$ cat src/rtl/hazard_controller.sv
// Pipeline hazard sequencer: load-use stalls, taken-branch flushes and fixed-length
// vector memory holds, with saturating stall/flush event counters.
module hazard_controller #(
    parameter int unsigned R           = 4,
    parameter int unsigned VMEM_CYCLES = 4,
    parameter int unsigned CW          = 16
) (
    input  logic          clk,
    input  logic          rst,
    input  logic [R-1:0]  Rs1D,
    input  logic [R-1:0]  Rs2D,
    input  logic [R-1:0]  RdE,
    input  logic          MemReadE,
    input  logic          RegWriteE,
    input  logic          PCSrcE,
    input  logic          VMemStartE,
    output logic          StallF,
    output logic          StallD,
    output logic          StallE,
    output logic          FlushD,
    output logic          FlushE,
    output logic          busy,
    output logic          err,
    output logic [CW-1:0] stall_cnt,
    output logic [CW-1:0] flush_cnt
);

    typedef enum logic {StRun, StVmem} state_t;

    // The start cycle and the final cnt==0 cycle bracket the countdown.
    localparam logic [7:0]    VmemInit = 8'(VMEM_CYCLES - 2);
    localparam logic [CW-1:0] CntMax   = {CW{1'b1}};

    state_t        state_q, state_d;
    logic [7:0]    cnt_q, cnt_d;
    logic          err_q, err_d;
    logic [CW-1:0] stall_cnt_q, stall_cnt_d;
    logic [CW-1:0] flush_cnt_q, flush_cnt_d;
    logic          lw_stall;

    assign lw_stall = MemReadE & RegWriteE & (RdE != '0) & ((RdE == Rs1D) | (RdE == Rs2D));

    always_comb begin
        state_d = state_q;
        cnt_d   = cnt_q;
        err_d   = err_q;
        StallF  = 1'b0;
        StallD  = 1'b0;
        StallE  = 1'b0;
        FlushD  = 1'b0;
        FlushE  = 1'b0;
        busy    = (state_q == StVmem);

        unique case (state_q)
            StRun: begin
                if (VMemStartE) begin
                    StallF  = 1'b1;
                    StallD  = 1'b1;
                    StallE  = 1'b1;
                    cnt_d   = VmemInit;
                    state_d = StVmem;
                    if (PCSrcE) begin
                        err_d = 1'b1;
                    end
                end else if (PCSrcE) begin
                    FlushD = 1'b1;
                    FlushE = 1'b1;
                end else if (lw_stall) begin
                    StallF = 1'b1;
                    StallD = 1'b1;
                    FlushE = 1'b1;
                end
            end
            StVmem: begin
                if (cnt_q != 8'd0) begin
                    StallF = 1'b1;
                    StallD = 1'b1;
                    StallE = 1'b1;
                    cnt_d  = cnt_q - 8'd1;
                end else begin
                    state_d = StRun;
                end
            end
        endcase

        // Reset forces a clean, flushed pipeline regardless of state.
        if (!rst) begin
            StallF = 1'b0;
            StallD = 1'b0;
            StallE = 1'b0;
            FlushD = 1'b1;
            FlushE = 1'b1;
            busy   = 1'b0;
        end
    end

    always_comb begin
        stall_cnt_d = stall_cnt_q;
        flush_cnt_d = flush_cnt_q;
        if (StallD && (stall_cnt_q != CntMax)) begin
            stall_cnt_d = stall_cnt_q + CW'(1);
        end
        if (FlushD && (flush_cnt_q != CntMax)) begin
            flush_cnt_d = flush_cnt_q + CW'(1);
        end
    end

    always_ff @(posedge clk) begin
        if (!rst) begin
            state_q     <= StRun;
            cnt_q       <= 8'd0;
            err_q       <= 1'b0;
            stall_cnt_q <= '0;
            flush_cnt_q <= '0;
        end else begin
            state_q     <= state_d;
            cnt_q       <= cnt_d;
            err_q       <= err_d;
            stall_cnt_q <= stall_cnt_d;
            flush_cnt_q <= flush_cnt_d;
        end
    end

    assign err       = err_q;
    assign stall_cnt = stall_cnt_q;
    assign flush_cnt = flush_cnt_q;

endmodule
$ cat config.mk
export PLATFORM = sky130hd
export DESIGN_NAME = hazard_controller
export DESIGN_NICKNAME = d
export VERILOG_FILES = /design/src/rtl/hazard_controller.sv
export SDC_FILE = /design/constraint.sdc
export NUM_CORES = 1
export LEC_CHECK = 0
export ABC_AREA = 1
export CORE_MARGIN = 4
export CORE_UTILIZATION = 40
export CTS_BUF_LIST = sky130_fd_sc_hd__clkbuf_4 sky130_fd_sc_hd__clkbuf_8
export DETAILED_ROUTE_END_ITERATION = 12
export PLACE_DENSITY = 0.66
export SYNTH_ARGS = -nofsm -noshare
export SYNTH_HDL_FRONTEND = slang
export SYNTH_SLANG_ARGS = --single-unit
$ cat constraint.sdc
create_clock -name clk -period 2.2 [get_ports clk]
set_input_delay 0.44 -clock clk [delete_from_list [all_inputs] [get_ports clk]]
set_output_delay 0.44 -clock clk [all_outputs]
set_load 0.01 [all_outputs]
; Word level (Yosys, flattened, before mapping)
; Cells that the tools add are included.
[word_totals]
inputBits = 18
out_inout_bits = 39
ff_bits = 42
[classes]
n_eq_ne = 6
bitwise = 5
reduce_logical = 6
add_sub_neg = 3
n_mux = 21
[ops]
columns = op, count
row1 = "16-bit by 1-bit adder with 16-bit output, second input constant", 2
row2 = "16-bit != test, second input constant", 2
row3 = 1-bit two-way mux, 16
row4 = 8-bit two-way mux, 2
row5 = 8-bit one-hot mux with 2 select lines, 1
row6 = 4-bit equality test, 2
row7 = 8-bit nonzero test, 1
row8 = "8-bit by 1-bit subtractor with 8-bit output, second input constant", 1
row9 = 1-bit one-hot mux with 2 select lines, 2
row10 = 4-bit nonzero test, 1
row11 = 1-bit AND, 3
row12 = 3-bit AND reduction, 1
row13 = 1-bit logical AND, 2
row14 = "2-bit by 1-bit != test with 1-bit output, second input constant", 1
row15 = "2-bit != test, second input constant", 1
row16 = 2-bit AND reduction, 1
row17 = 1-bit inverter, 1
row18 = 1-bit bitwise OR, 1

; Logic depth before layout (Yosys ltp)
; Gate-level depths: netlist of the first run.
[logic_depth]
ltp_word = 9
depth_mapped = 12
depth_no_buf = 11

; Least setup slack after synthesis of the first run
; Ideal clock, no wire load.
[synth_path]
path_type = reg-to-output
from = register cnt_q[0]
to = output StallF
t_arrival_ns = 1.299
stages_incl_launch_ff = 10
setup_slack_ns = 0.461
cell_sequence = dfxtp_1 > inv_1 > ha_1 > nand3_1 > nor2_1 > inv_1 > nand3_1 > nand2_4 > buf_6 > buf_4
[synth_between]
elab_chain_cells = 4
[synth_rtl]
columns = item, line_no
row1 = from (decl), 35  ; logic [7:0] cnt_q, cnt_d;
row2 = from (signal assigned), 117  ; cnt_q <= cnt_d;
row3 = 8-bit nonzero test, 75  ; if (cnt_q != 8'd0) begin
row4 = 1-bit two-way mux, -
row5 = 1-bit one-hot mux with 2 select lines, -
row6 = 1-bit two-way mux, -
row7 = to (decl), 17  ; output logic StallF,
; Every way passes these cells.

; Worst setup path after layout of the first run
[layout_path]
from = input Rs1D[3]
to = output FlushE
[layout_between]
elab_chain_cells = 8
[layout_rtl]
columns = item, line_no
row1 = from (decl), 10  ; input logic [R-1:0] Rs1D,
row2 = 4-bit equality test, 41  ; assign lw_stall = MemReadE & RegWriteE & (RdE != '0) & ((RdE == Rs1D) | (RdE == Rs2D));
row3 = 1-bit bitwise OR, 41
row4 = 1-bit AND, 41
row5 = 1-bit two-way mux, 68  ; end else if (lw_stall) begin
row6 = 1-bit two-way mux, 65  ; end else if (PCSrcE) begin
row7 = 1-bit two-way mux, 56  ; if (VMemStartE) begin
row8 = 1-bit two-way mux, 54  ; unique case (state_q)
row9 = 1-bit two-way mux, 87  ; if (!rst) begin
row10 = to (decl), 21  ; output logic FlushE,
; Every way passes these cells.

==> results.py, run 1 <==
metrics = {
    "timing": {
        "grt_setup_unrepaired": "no",
        "skew_ps": 9.23,
        "worstMarginPinSlew_ps": 351,
        "setup_viol_count_final": 0,
        "tns_ps": 0,
        "slew_violations": 0,
        "fin_crit_ps": 2090,
        "max_slew_margin_pct": 76.4,
        "finalHoldViolCount": 0,
        "fin_crit_sh_pct": 95.0,
        "fmax_mhz": 478,
    },
    "synth": {
        "async_flop_share_pct": 0,
        "ys_seq_elements": 42,
        "syn_area_per_cell_sq_um": 6.44,
        "synth_top_family_by_area": "simple AND/OR/NAND/NOR gates",
        "synth_cell_types": 29,
        "synth_compound_area_share_pct": 10.8,
        "ys_seq_area_share_pct": 33.5,
        "syn-cell-area_sq_mm": 0.00251,
        "synth_fa_ha_area_share_pct": 2.00,
        "syn-num-nets": 411,
        "synth_xor_area_share_pct": 8.04,
        "synth_edf_count": 0,
        "syn_inst": 389,
        "synthFlopType": "dfxtp_1",
        "yosysWarnings": 0,
        "synthMuxAreaShare_pct": 0,
        "synth-simple-area-share_pct": 36.1,
    },
    "critical_path": {
        "timing.rr.end": "stall_cnt[10]",
        "crit_required_ps": 1760,
        "worst_setup_path_start_kind": "input pin",
        "cp.arrival_ps": 1650,
        "r2r_start": "cnt_q[0]",
        "slowest_stage": "clkdlybuf4s50_1",
        "crit_fanout": 2,
        "cp-end-kind": "output pin",
        "r2r_slack_ps": 360,
        "rr_worst_depth": 11,
        "cp_slowest_stage_delay_ps": 470,
        "cp_cell_sequence": "clkdlybuf4s50_1 -> inv_1 -> nand2_1 -> nand2_1 -> nor2_1 -> nand2_1 -> nand2_1 -> a21oi_1 -> o21ai_1 -> buf_2",
        "path_class": "input pin to output pin",
        "critPathMostFrequentCell": "nand2_1",
    },
    "run": {
        "maxCapViolCount": 0,
    },
    "place": {
        "port_buffers": 56,
        "dp.cells": 524,
        "gp_congestion": 0.881,
        "hpwl_mm": 4.83,
    },
    "hold_path": {
        "worstHoldPathCells": 2,
        "hp-start": "err",
        "holdCritPathClass": "register to register",
        "hold_end": "err",
    },
    "detailed_routing": {
        "wirelength_mm": 6.41,
        "drt-wirelength-per-cell_microns": 12.0,
        "route.detailed.drc": 0,
        "dr.pass1.iters": 4,
        "vias_per_cell": 4.88,
        "drt_iter0_drc": 106,
        "drtAntennaViolNets": 0,
        "via_count": 2606,
    },
    "clock_tree": {
        "clk_latency_ps": 290,
        "root_buffer": "clkbuf_8",
        "numCtsBuffers": 5,
        "htreeDepth": 2,
        "clk_pin_slew_ps": 70,
        "cts_buffer_depth": 2,
        "clkSinkCount": 42,
        "cts_tree": "yes",
    },
    "global_routing": {
        "grt.total_usage_pct": 17.6,
        "grt_pass1_wl_mm": 10.8,
        "gr-total-overflow": 0,
        "grt_max_degree": 28,
        "antenna_found_initial": 0,
        "first_global_vias": 2443,
    },
    "floorplan": {
        "die_x_microns": 87.2,
        "core-area_sq_mm": 0.00599,
        "die-area_sq_mm": 0.00760,
        "die_y_microns": 87.2,
        "fp-row-count": 28,
        "io_pins": 57,
        "initial_core_util_pct": 41.8,
    },
    "power": {
        "p_leak_nw": 1.35,
        "pwr_density_cell_mw_per_mm2": 522,
        "ir_worst_vdd_mv": 0.271,
    },
    "final_layout": {
        "syn2layout_area_growth_pct": 32.2,
        "stdcell_count": 534,
        "drive_gt1_share_pct": 7.84,
        "nNetsFinal": 480,
        "diodes": 0,
        "num-fill-cells": 626,
    },
    "status": {
        "status": "finished, final reports clean",
    },
}
cell families (layout without fill, tap and decap cells):
kind of cell	count (synthesis)	count (layout)
flip-flops	42	42
adder cells (fa/ha/maj)	4	4
buffers and inverters	57	127
AND/OR/NAND/NOR	210	210
XOR/XNOR	23	23
AO/OA/AOI/OAI	53	53
repair_timing:
item                       CTS  global route
pin swaps                    1             2
setup buffers                2             0
hold endpoints to repair     0             0
cloned                       0             0
hold buffers                 0             0
setup endpoints to repair    6             5
resized for setup           21             8
state kept, by name, indices dropped and copies added (netlist names):
signal,flops
cnt_q,8
flush_cnt,16
stall_cnt,16
err,1
state_q,1
worst max-delay path: cells and delay by family:
family,cells,cell delay [ps]
compound gates,2,200
simple gates,5,340
buf+inv,3,680
cell usage after synthesis, types with 3 or more instances:
cell type,count,share of area [%]
nand2_1,105,16
inv_1,47,7.0
nor2_1,45,6.7
dfxtp_1,42,34
a21oi_1,37,7.4
nand3_1,36,7.2
o21ai_0,14,2.8
xor2_1,13,4.5
nor3_1,10,2.0
xnor2_1,10,3.5
nand4_1,5,1.2
ha_1,4,2.0
clkbuf_1,3,0.45
stage by stage:
stage	total power, mW	cell area, sq um	hold WS, ps	setup slack (ps)	utilization, %
after floorplan	1.08	2510	426	461	-
after global placement	1.22	3200	445	-366	53.4
after detailed placement	1.23	3200	448	-405	53.4
after CTS	1.75	3300	461	15.5	55.1
after global routing	1.84	3310	502	13.8	55.3
final	1.73	3310	458	109	55.3
routing by layer:
metal	part of all wire, %	vias to the layer above	global-route usage (%)	wire length [microns]
met3	4.2	14	4.07	269
met4	2.1	0	7.11	133
met2	47	50	29.1	3040
li1	-	1379	-	-
met1	46	1163	22.0	2970
met5	0	-	0	0
worst max path at each step:
stage | from | end | depth (start not counted)
after floorplan | cnt_q[0] | StallF | 9
after global placement | RdE[1] | StallD | 10
after detailed placement | RdE[2] | FlushE | 10
after CTS | rst | StallF | 7
after global routing | Rs2D[3] | FlushE | 10
final | Rs1D[3] | FlushE | 10
placed cells by master, fill, tap and decap left out, types with 4 or more instances in the layout:
cell type / synthesis / layout
nand2_1: 105 / 105
inv_1: 47 / 46
nor2_1: 45 / 44
clkdlybuf4s50_1: 0 / 44
dfxtp_1: 42 / 42
a21oi_1: 37 / 37
nand3_1: 36 / 34
buf_4: 2 / 14
xor2_1: 13 / 13
o21ai_0: 14 / 12
nor3_1: 10 / 10
xnor2_1: 10 / 10
clkbuf_8: 0 / 6
dlygate4sd2_1: 0 / 6
nand4_1: 5 / 5
ha_1: 4 / 4
final cells by class:
cell class / instances / area (sq um) / area share, %
clock buffers: 7 / 90.1 / 2.72
clock inverters: 1 / 5.00 / 0.151
inverters: 48 / 180 / 5.44
multi-input cells: 290 / 1440 / 43.5
flip-flops and latches: 42 / 841 / 25.4
well taps: 75 / 93.8 / 2.83
repair buffers: 71 / 662 / 20.0
power by group:
part | switching, mW | internal, mW
clock network | 0.257 | 0.266
registers | 0.0330 | 0.795
logic | 0.219 | 0.160
Power figures use the tool's default switching activity.
==> run 2, diff against run 1 <==
--- a/config.mk
+++ b/config.mk
@@ -11,6 +11,7 @@
 export CTS_BUF_LIST = sky130_fd_sc_hd__clkbuf_4 sky130_fd_sc_hd__clkbuf_8
 export DETAILED_ROUTE_END_ITERATION = 12
 export PLACE_DENSITY = 0.66
+export SLEW_MARGIN = 20
 export SYNTH_ARGS = -nofsm -noshare
 export SYNTH_HDL_FRONTEND = slang
 export SYNTH_SLANG_ARGS = --single-unit
==> results of run 2 <==
The final DEF is identical to that of run 1; final timing and power are the same.
==> run 3, diff against run 2 <==
--- a/config.mk
+++ b/config.mk
@@ -7,10 +7,10 @@
 export LEC_CHECK = 0
 export ABC_AREA = 1
 export CORE_MARGIN = 4
-export CORE_UTILIZATION = 40
-export CTS_BUF_LIST = sky130_fd_sc_hd__clkbuf_4 sky130_fd_sc_hd__clkbuf_8
+export CORE_UTILIZATION = 50
 export DETAILED_ROUTE_END_ITERATION = 12
-export PLACE_DENSITY = 0.66
+export GPL_ROUTABILITY_DRIVEN = 0
+export PLACE_DENSITY = 0.8
 export SLEW_MARGIN = 20
 export SYNTH_ARGS = -nofsm -noshare
 export SYNTH_HDL_FRONTEND = slang
==> run 3 against run 2 <==
Clock-buffer cell count shrank 1. Worst setup slack lost 70 ps. Non-clock buffer count increased by 3. Fmax shrank 3.2%.
==> results.py, run 3 (synthesis results as in run 1) <==
metrics = {
    "place": {
        "post_dp_cell_area_sq_mm": 0.00321,
        "port_buffers": 56,
        "dp.cells": 518,
        "hpwl_mm": 4.62,
    },
    "final_layout": {
        "nNetsFinal": 483,
        "drive_gt1_share_pct": 8.66,
        "final_area_sq_mm": 0.00334,
        "syn2layout_area_growth_pct": 33.4,
        "diodes": 0,
        "stdcell_count": 529,
        "final_common_cell": "nand2_1",
        "final_cell_mix": "104 x nand2_1, 48 x clkdlybuf4s50_1, 46 x inv_1",
    },
    "power": {
        "switching_share_pct": 29.0,
        "seq_power_share_pct": 45.1,
        "clkPwrFrac_pct": 33.2,
        "intPower_mw": 1.30,
        "p_sw_uw": 531,
        "pwr_density_cell_mw_per_mm2": 548,
        "ir_worst_vdd_mv": 0.344,
        "p_leak_nw": 1.33,
        "power_mw": 1.83,
        "power_frac_comb_pct": 21.6,
    },
    "global_routing": {
        "grt_pass1_wl_mm": 10.9,
        "first_global_vias": 2514,
        "grt_max_degree": 28,
        "antenna_found_initial": 0,
        "gr-total-overflow": 0,
        "grt.total_usage_pct": 21.1,
    },
    "critical_path": {
        "worst_setup_path_start_kind": "input pin",
        "cp.arrival_ps": 1720,
        "path_class": "input pin to output pin",
        "path_delay_family": "buffers and inverters",
        "cp_cell_sequence": "clkdlybuf4s50_1 -> buf_6 -> nand2_1 -> inv_1 -> clkdlybuf4s50_1",
        "worst-path-buf-inv": 4,
        "slowest_stage": "clkdlybuf4s50_1",
        "crit_required_ps": 1760,
        "cp-end-kind": "output pin",
        "cp_slowest_stage_delay_ps": 530,
        "crit_fanout": 5,
        "critPathMostFrequentCell": "clkdlybuf4s50_1",
    },
    "clock_tree": {
        "root_buffer": "clkbuf_8",
        "clkSinkCount": 42,
        "numCtsBuffers": 5,
        "clk_latency_ps": 300,
        "cts_hold_buf": 0,
        "clk_pin_slew_ps": 90,
        "cts_tree": "yes",
        "htreeDepth": 2,
        "cts_buffer_depth": 2,
    },
    "floorplan": {
        "fp-row-count": 25,
        "die-area_sq_mm": 0.00621,
        "die_x_microns": 78.8,
        "io_pins": 57,
        "initial_core_util_pct": 52.4,
        "core-area_sq_mm": 0.00479,
        "die_y_microns": 78.8,
    },
    "timing": {
        "fin_crit_ps": 2160,
        "worstMarginPinSlew_ps": 374,
        "slew_violations": 0,
        "fmax_mhz": 463,
        "grt_setup_unrepaired": "yes",
        "finalHoldViolCount": 0,
        "max_slew_margin_pct": 74.9,
        "fin_crit_sh_pct": 98.2,
        "holdWs_ps": 455,
        "skew_ps": 9.79,
        "setup_viol_count_final": 0,
    },
    "detailed_routing": {
        "dr.pass1.iters": 4,
        "drtAntennaViolNets": 0,
        "route.detailed.drc": 0,
        "vias_per_cell": 5.02,
        "drt-wirelength-per-cell_microns": 11.7,
        "drt_iter0_drc": 209,
        "wirelength_mm": 6.19,
        "via_count": 2657,
    },
    "run": {
        "maxCapViolCount": 0,
    },
    "hold_path": {
        "holdCritPathClass": "register to register",
    },
    "status": {
        "status": "finished, final reports clean",
    },
}
[run 3: power groups by stage]
| stage | sequential, mW | combinational, mW | clock, mW |
|---|---|---|---|
| after detailed placement | 0.844 | 0.383 | 0 |
| after global routing | 0.833 | 0.446 | 0.654 |
| after global placement | 0.844 | 0.377 | 0 |
| after floorplan | 0.846 | 0.235 | 0 |
| after CTS | 0.826 | 0.386 | 0.622 |
| final | 0.827 | 0.397 | 0.609 |
[run 3: routing by layer]
metal	wire, microns	global-route usage, %
met5	0	0
met4	49	5.77
met3	222	3.74
met2	3040	37.4
met1	2880	26.1
[run 3: worst register-to-register path: stages, from the launching register on]
cell and delay [ps]:
dfxtp_1 360, inv_2 70, ha_1 190, nand3_1 90, nor2_2 60, nor2_1 120
nand3_2 110, nand2_4 100, buf_4 110, buf_4 220, nand2_4 160, nand2_1 90
a21oi_1 60
[run 3: final timing paths]
check | slack [ps] | startpoint | end | cells past startpoint
worst max-delay path | 40 | rst | busy | 5
worst min-delay path | 460 | err | err | 2
worst max register to register | 340 | cnt_q[0] | stall_cnt[7] | 12
worst min register to register | 460 | err | err | 2
[run 3: repair_timing]
item                                    CTS  global route
pin swaps                                 1             1
endpoints found under the setup margin    6            19
setup buffers                             3             0
gates resized for setup                  22             6
[run 3: layout make-up]
cell class | instances | area (sq um)
inverters | 48 | 180
fillers | 410 | 1440
repair buffers | 74 | 678
clock buffers | 6 | 72.6
clock inverters | 2 | 37.5
multi-input cells | 290 | 1450
flip-flops and latches | 42 | 841
well taps | 67 | 83.8
[run 3: per-stage QoR]
stage,setup slack [ps],utilization (%),setup TNS (ps)
global route,-49.1,69.9,-77.4
global placement,-343,67.0,-3020
floorplan,461,-,0
finish,39.0,69.9,0
detailed placement,-393,67.0,-4120
CTS,42.1,69.6,0
==> RTL change 1 (flow settings as in run 3) <==
`CW`: 16 -> 32.
--- a/src/rtl/hazard_controller.sv
+++ b/src/rtl/hazard_controller.sv
@@ -4,5 +4,5 @@
     parameter int unsigned R           = 4,
     parameter int unsigned VMEM_CYCLES = 4,
-    parameter int unsigned CW          = 16
+    parameter int unsigned CW          = 32
 ) (
     input  logic          clk,
Interface: changed (resized flush_cnt and stall_cnt); port bits go from 57 to 89. The function was not compared with the original's and may differ.
==> RTL change 1 against run 3 <==
Cell area up 84%; sequential cell count increased by 32; setup slack improved by 0.021 ns; area after synthesis rose by 90%; worst hold slack worse by 0.0070 ns; power grew 66%; global-route usage grew 3.7 points; count of clock-buffer cells in the layout grew 4; via count grew 100%; clock power grew 77%; routed wire length increased by 120%; maximum frequency rose by 0.96%; largest cell class unchanged; largest power group unchanged.
==> RTL change 1: results (changes against run 3) <==
Outcome
  – Status: finished clean (unchanged)

Final layout
  – Ant. Diodes: 0 (unchanged)
  – Finished Layout Cells: 1027 (was 529)
  – # fillers: 834 (was 410)
  – Footprint of the multi-input gates: 2943 um^2 (was 1451 um^2)
  – Layout cell share with drive strength beyond 1: 8.686% (was 8.658%)
  – Nets: 916 (was 483)

Logic synthesis
  – Commonest register cell after synthesis: dfxtp_1 (unchanged)
  – Synthesized-area fraction occupied by ao, oa, aoi and oai cells: 9.246% (was 10.78%)
  – Synth Area in Adders: 1.051% (was 1.997%)
  – Yosys cell types: 35 (was 29)
  – Asr flop ratio synth: 0% (unchanged)
  – Syn Nets: 812 (was 411)
  – XOR/XNOR share of the synthesized area: 5.700% (was 8.038%)
  – Sequential cell area fraction in the yosys report: 31.10% (was 33.55%)
  – Synth top area cells: dfxtp_1 31%, nand2_1 23%, nor2_1 9.1% (was dfxtp_1 34%, nand2_1 16%, a21oi_1 7.4%)
  – Yosys warns: 0 (unchanged)
  – Mux contribution to synthesized area: 0% (unchanged)
  – Top cells by instance count after synthesis: 293 x nand2_1, 115 x nor2_1, 74 x dfxtp_1 (was 105 x nand2_1, 47 x inv_1, 45 x nor2_1)
  – Cells after Synth: 790 (was 389)

CTS
  – H-tree depth: 3 (was 2)
  – Clk slew on worst S/H paths: 0.07 ns (was 0.09 ns)
  – Postcts setup bufs: 2 (was 3)
  – Clock insertion delay at the later pin of the skew report: 0.36 ns (was 0.30 ns)
  – Total CTS buffers: 9 (was 5)
  – Root Buffer: clkbuf_8 (unchanged)
  – Largest buffer count on any clock path: 2 (unchanged)
  – Post-CTS sizing: 27 (was 22)

Setup path
  – Crit path max-delay cell type: dfxtp_2 (was clkdlybuf4s50_1)
  – CP Data Arrival Time: 1.70 ns (was 1.72 ns)
  – Max incr delay on CP: 0.33 ns (was 0.53 ns)
  – CP max FO: 4 (was 5)
  – Delay-heaviest family, CP: simple AND/OR/NAND/NOR gates (was buffers and inverters)

Detailed routing
  – First-pass DRT Iterations: 5 (was 4)
  – Wire length per cell: 13.51 um (was 11.71 um)
  – DRT iter0 DRCs: 385 (was 209)
  – DR vias: 5437 (was 2657)

GRT
  – Largest net degree at the start of global routing: 39 (was 28)
  – Global-route wire length before repair: 23.09 mm (was 10.85 mm)
  – Overall Global Routing Usage: 24.83% (was 21.08%)
  – Initial antenna violation count: 0 (unchanged)
  – Vias in the first global route: 4979 (was 2514)

Timing
  – Relative slew slack: 68.21% (was 74.90%)
  – Max Clock Skew: 0.01163 ns (was 0.009790 ns)

Hold path
  – Hold crit path type: reg -> reg (unchanged)

Placed design
  – Area after DPL: 5884 um^2 (was 3206 um^2)
  – I/O Buffers: 88 (was 56)
  – Dpl ws: -0.5095 ns (was -0.3927 ns)
  – HPWL Detailed: 10.36 mm (was 4.622 mm)

Power and ir drop
  – Leak: 2.291 nW (was 1.327 nW)
  – VDD IR max: 0.4026 mV (was 0.3436 mV)
  – Total chip power: 3.046 mW (was 1.833 mW)
[RTL change 1: where the power goes]
group | internal (mW) | switching (mW) | total, mW
Combinational | 0.224 | 0.329 | 0.553
Sequential | 1.38 | 0.0342 | 1.41
Clock | 0.545 | 0.535 | 1.08
Total | 2.15 | 0.899 | 3.05
[RTL change 1: layout make-up]
cell class	count	share of cell area, %
multi-input cells	630	47.92
well taps	129	2.628
flip-flops and latches	74	24.16
repair buffers	118	18.42
clock inverters	5	0.8965
clock buffers	10	2.241
inverters	61	3.729
[RTL change 1: worst paths after layout]
kind / startpoint / end / slack, ns / cells past startpoint
worst min-delay path: cnt_q[0] / cnt_q[0] / 0.45 / 1
worst max register to register: flush_cnt[1] / flush_cnt[30] / 0.20 / 10
worst max-delay path: cnt_q[0] / StallD / 0.06 / 9
worst min register to register: cnt_q[0] / cnt_q[0] / 0.45 / 1
[RTL change 1: per-layer routing]
layer,wire length (um),global-route usage [%]
met1,6035,31.97
met2,6432,41.30
met3,1027,4.470
met4,380,9.528
met5,0,0
==> RTL change 2 (flow settings as in run 3) <==
Made on the original files. Register the output `flush_cnt` once more, without a reset; this adds one clock of latency there. The other outputs are not delayed to match.
--- a/src/rtl/hazard_controller.sv
+++ b/src/rtl/hazard_controller.sv
@@ -124,5 +124,7 @@
     assign err       = err_q;
     assign stall_cnt = stall_cnt_q;
-    assign flush_cnt = flush_cnt_q;
+    always_ff @(posedge clk) begin
+        flush_cnt <= flush_cnt_q;
+    end
 
 endmodule
Function: changed (a bounded check fails within 4 cycles, from zero or initial values and one cycle with rst low).
==> RTL change 2 against run 3 <==
Sequential power grew 37%; first-iteration DRC count shrank 35%; non-clock buffer count shrank 3; highest routed layer unchanged; power grew 35%; routed wire length grew 3.6%; critical path type unchanged; clock skew shrank 0.0052 ns; global-route usage shrank 2.3 points; cell area grew 13%; area after synthesis grew 15%; setup slack lost 0.0025 ns; sequential cell count grew 16.
==> RTL change 2: results (changes against run 3) <==
GRT
  – Grt met1 use: 22.42% (was 26.07%)
  – Vias in the first global route: 2502 (was 2514)
  – Largest net degree at the start of global routing: 27 (was 28)
  – Met2 usage: 31.16% (was 37.44%)
  – Global-route wire length before repair: 10.99 mm (was 10.85 mm)
  – GRT met3 Usage: 4.541% (was 3.741%)
  – Overall Global Routing Usage: 18.79% (was 21.08%)

CTS
  – H-tree depth: 3 (was 2)
  – Clock insertion delay at the later pin of the skew report: 0.34 ns (was 0.30 ns)
  – Total CTS buffers: 9 (was 5)

Logic synthesis
  – Sequential cell area fraction in the yosys report: 40.26% (was 33.55%)
  – Cells after Synth: 390 (was 389)
  – Syn Nets: 412 (was 411)
  – Synth top area cells: dfxtp_1 40%, nand2_1 12%, nor2_1 5.5% (was dfxtp_1 34%, nand2_1 16%, a21oi_1 7.4%)
  – Yosys cell types: 35 (was 29)

Final layout
  – Finished Layout Cells: 539 (was 529)
  – Nets: 484 (was 483)
  – # fillers: 447 (was 410)

Outcome
  – Status: finished clean (unchanged)

Detailed routing
  – Routed WL: 6.414 mm (was 6.193 mm)
  – Via-to-Cell Ratio: 5.059 (was 5.023)

Power and ir drop
  – Leak: 1.570 nW (was 1.327 nW)
  – VDD IR max: 0.4188 mV (was 0.3436 mV)

Timing
  – Max Clock Skew: 0.004617 ns (was 0.009790 ns)
  – Relative slew slack: 73.88% (was 74.90%)

Setup path
  – CP max FO: 2 (was 5)
  – Max incr delay on CP: 0.45 ns (was 0.53 ns)

Placed design
  – HPWL Detailed: 4.597 mm (was 4.622 mm)
  – Inst Count DP: 523 (was 518)
RTL change 2: cell types whose count changed after synthesis, moves of 3 or more:
cell	delta
a21oi_2	+10
nand2_1	-15
nor2_1	-3
dfxtp_1	+16
inv_1	-10
o21ai_0	-3
buf_2	+3
a21oi_1	-13
nand3_1	-5
nand2_2	+8
RTL change 2: worst paths after layout:
path,startpoint,end,slack (ns),depth (start not counted)
worst max-delay path,MemReadE,FlushE,0.04,6
worst min-delay path,flush_cnt_q[8],flush_cnt[8],0.39,0
worst max register to register,stall_cnt[0],stall_cnt[8],0.38,9
worst min register to register,flush_cnt_q[8],flush_cnt[8],0.39,0
RTL change 2: critical path: cells and delay by family:
kind | cells | cell delay (ns)
buffers and inverters | 2 | 0.63
AO/OA/AOI/OAI | 3 | 0.59
AND/OR/NAND/NOR | 1 | 0.07
RTL change 2: repair_timing:
item                                    in CTS  in global routing
setup buffers                                0                  0
gates resized for setup                     21                 14
endpoints found under the setup margin       6                  4
pin swaps                                    0                  4
hold buffers                                 0                  0
RTL change 2: final cells by class:
class	count	area share [%]
clock buffer	14	4.576
clock inverter	2	0.2653
inverter	40	3.979
multi-input combinational	282	40.38
sequential	58	30.77
tap	72	2.387
timing repair buffer	71	17.64
RTL change 2: cell families after synthesis:
group	Yosys count	share of synthesized area [%]
AND/OR/NAND/NOR	206	33.45
flip-flops	58	40.26
AO/OA/AOI/OAI	50	10.37
buffers and inverters	50	7.505
XOR/XNOR	22	6.681
adder cells (fa/ha/maj)	4	1.735
RTL change 2: layer usage:
layer	routed length [um]	share of wire, %
met5	0	0
met4	159	2.5
met1	2870	45
met2	3112	49
met3	271	4.2
RTL change 2: report_power, final:
| group | switching, mW | leakage [nW] | internal [mW] |
|---|---|---|---|
| Clock | 0.397 | 0.0965 | 0.498 |
| Combinational | 0.252 | 1.00 | 0.189 |
| Sequential | 0.0383 | 0.470 | 1.09 |
| Total | 0.688 | 1.57 | 1.78 |
RTL change 2: per-stage QoR:
stage / total power [mW] / area [um^2] / setup TNS, ns
detailed placement: 1.605 / 3581 / -3.156
global route: 2.600 / 3774 / 0
finish: 2.470 / 3774 / 0
floorplan: 1.452 / 2884 / 0
CTS: 2.481 / 3752 / -0.1390
global placement: 1.596 / 3581 / -2.479
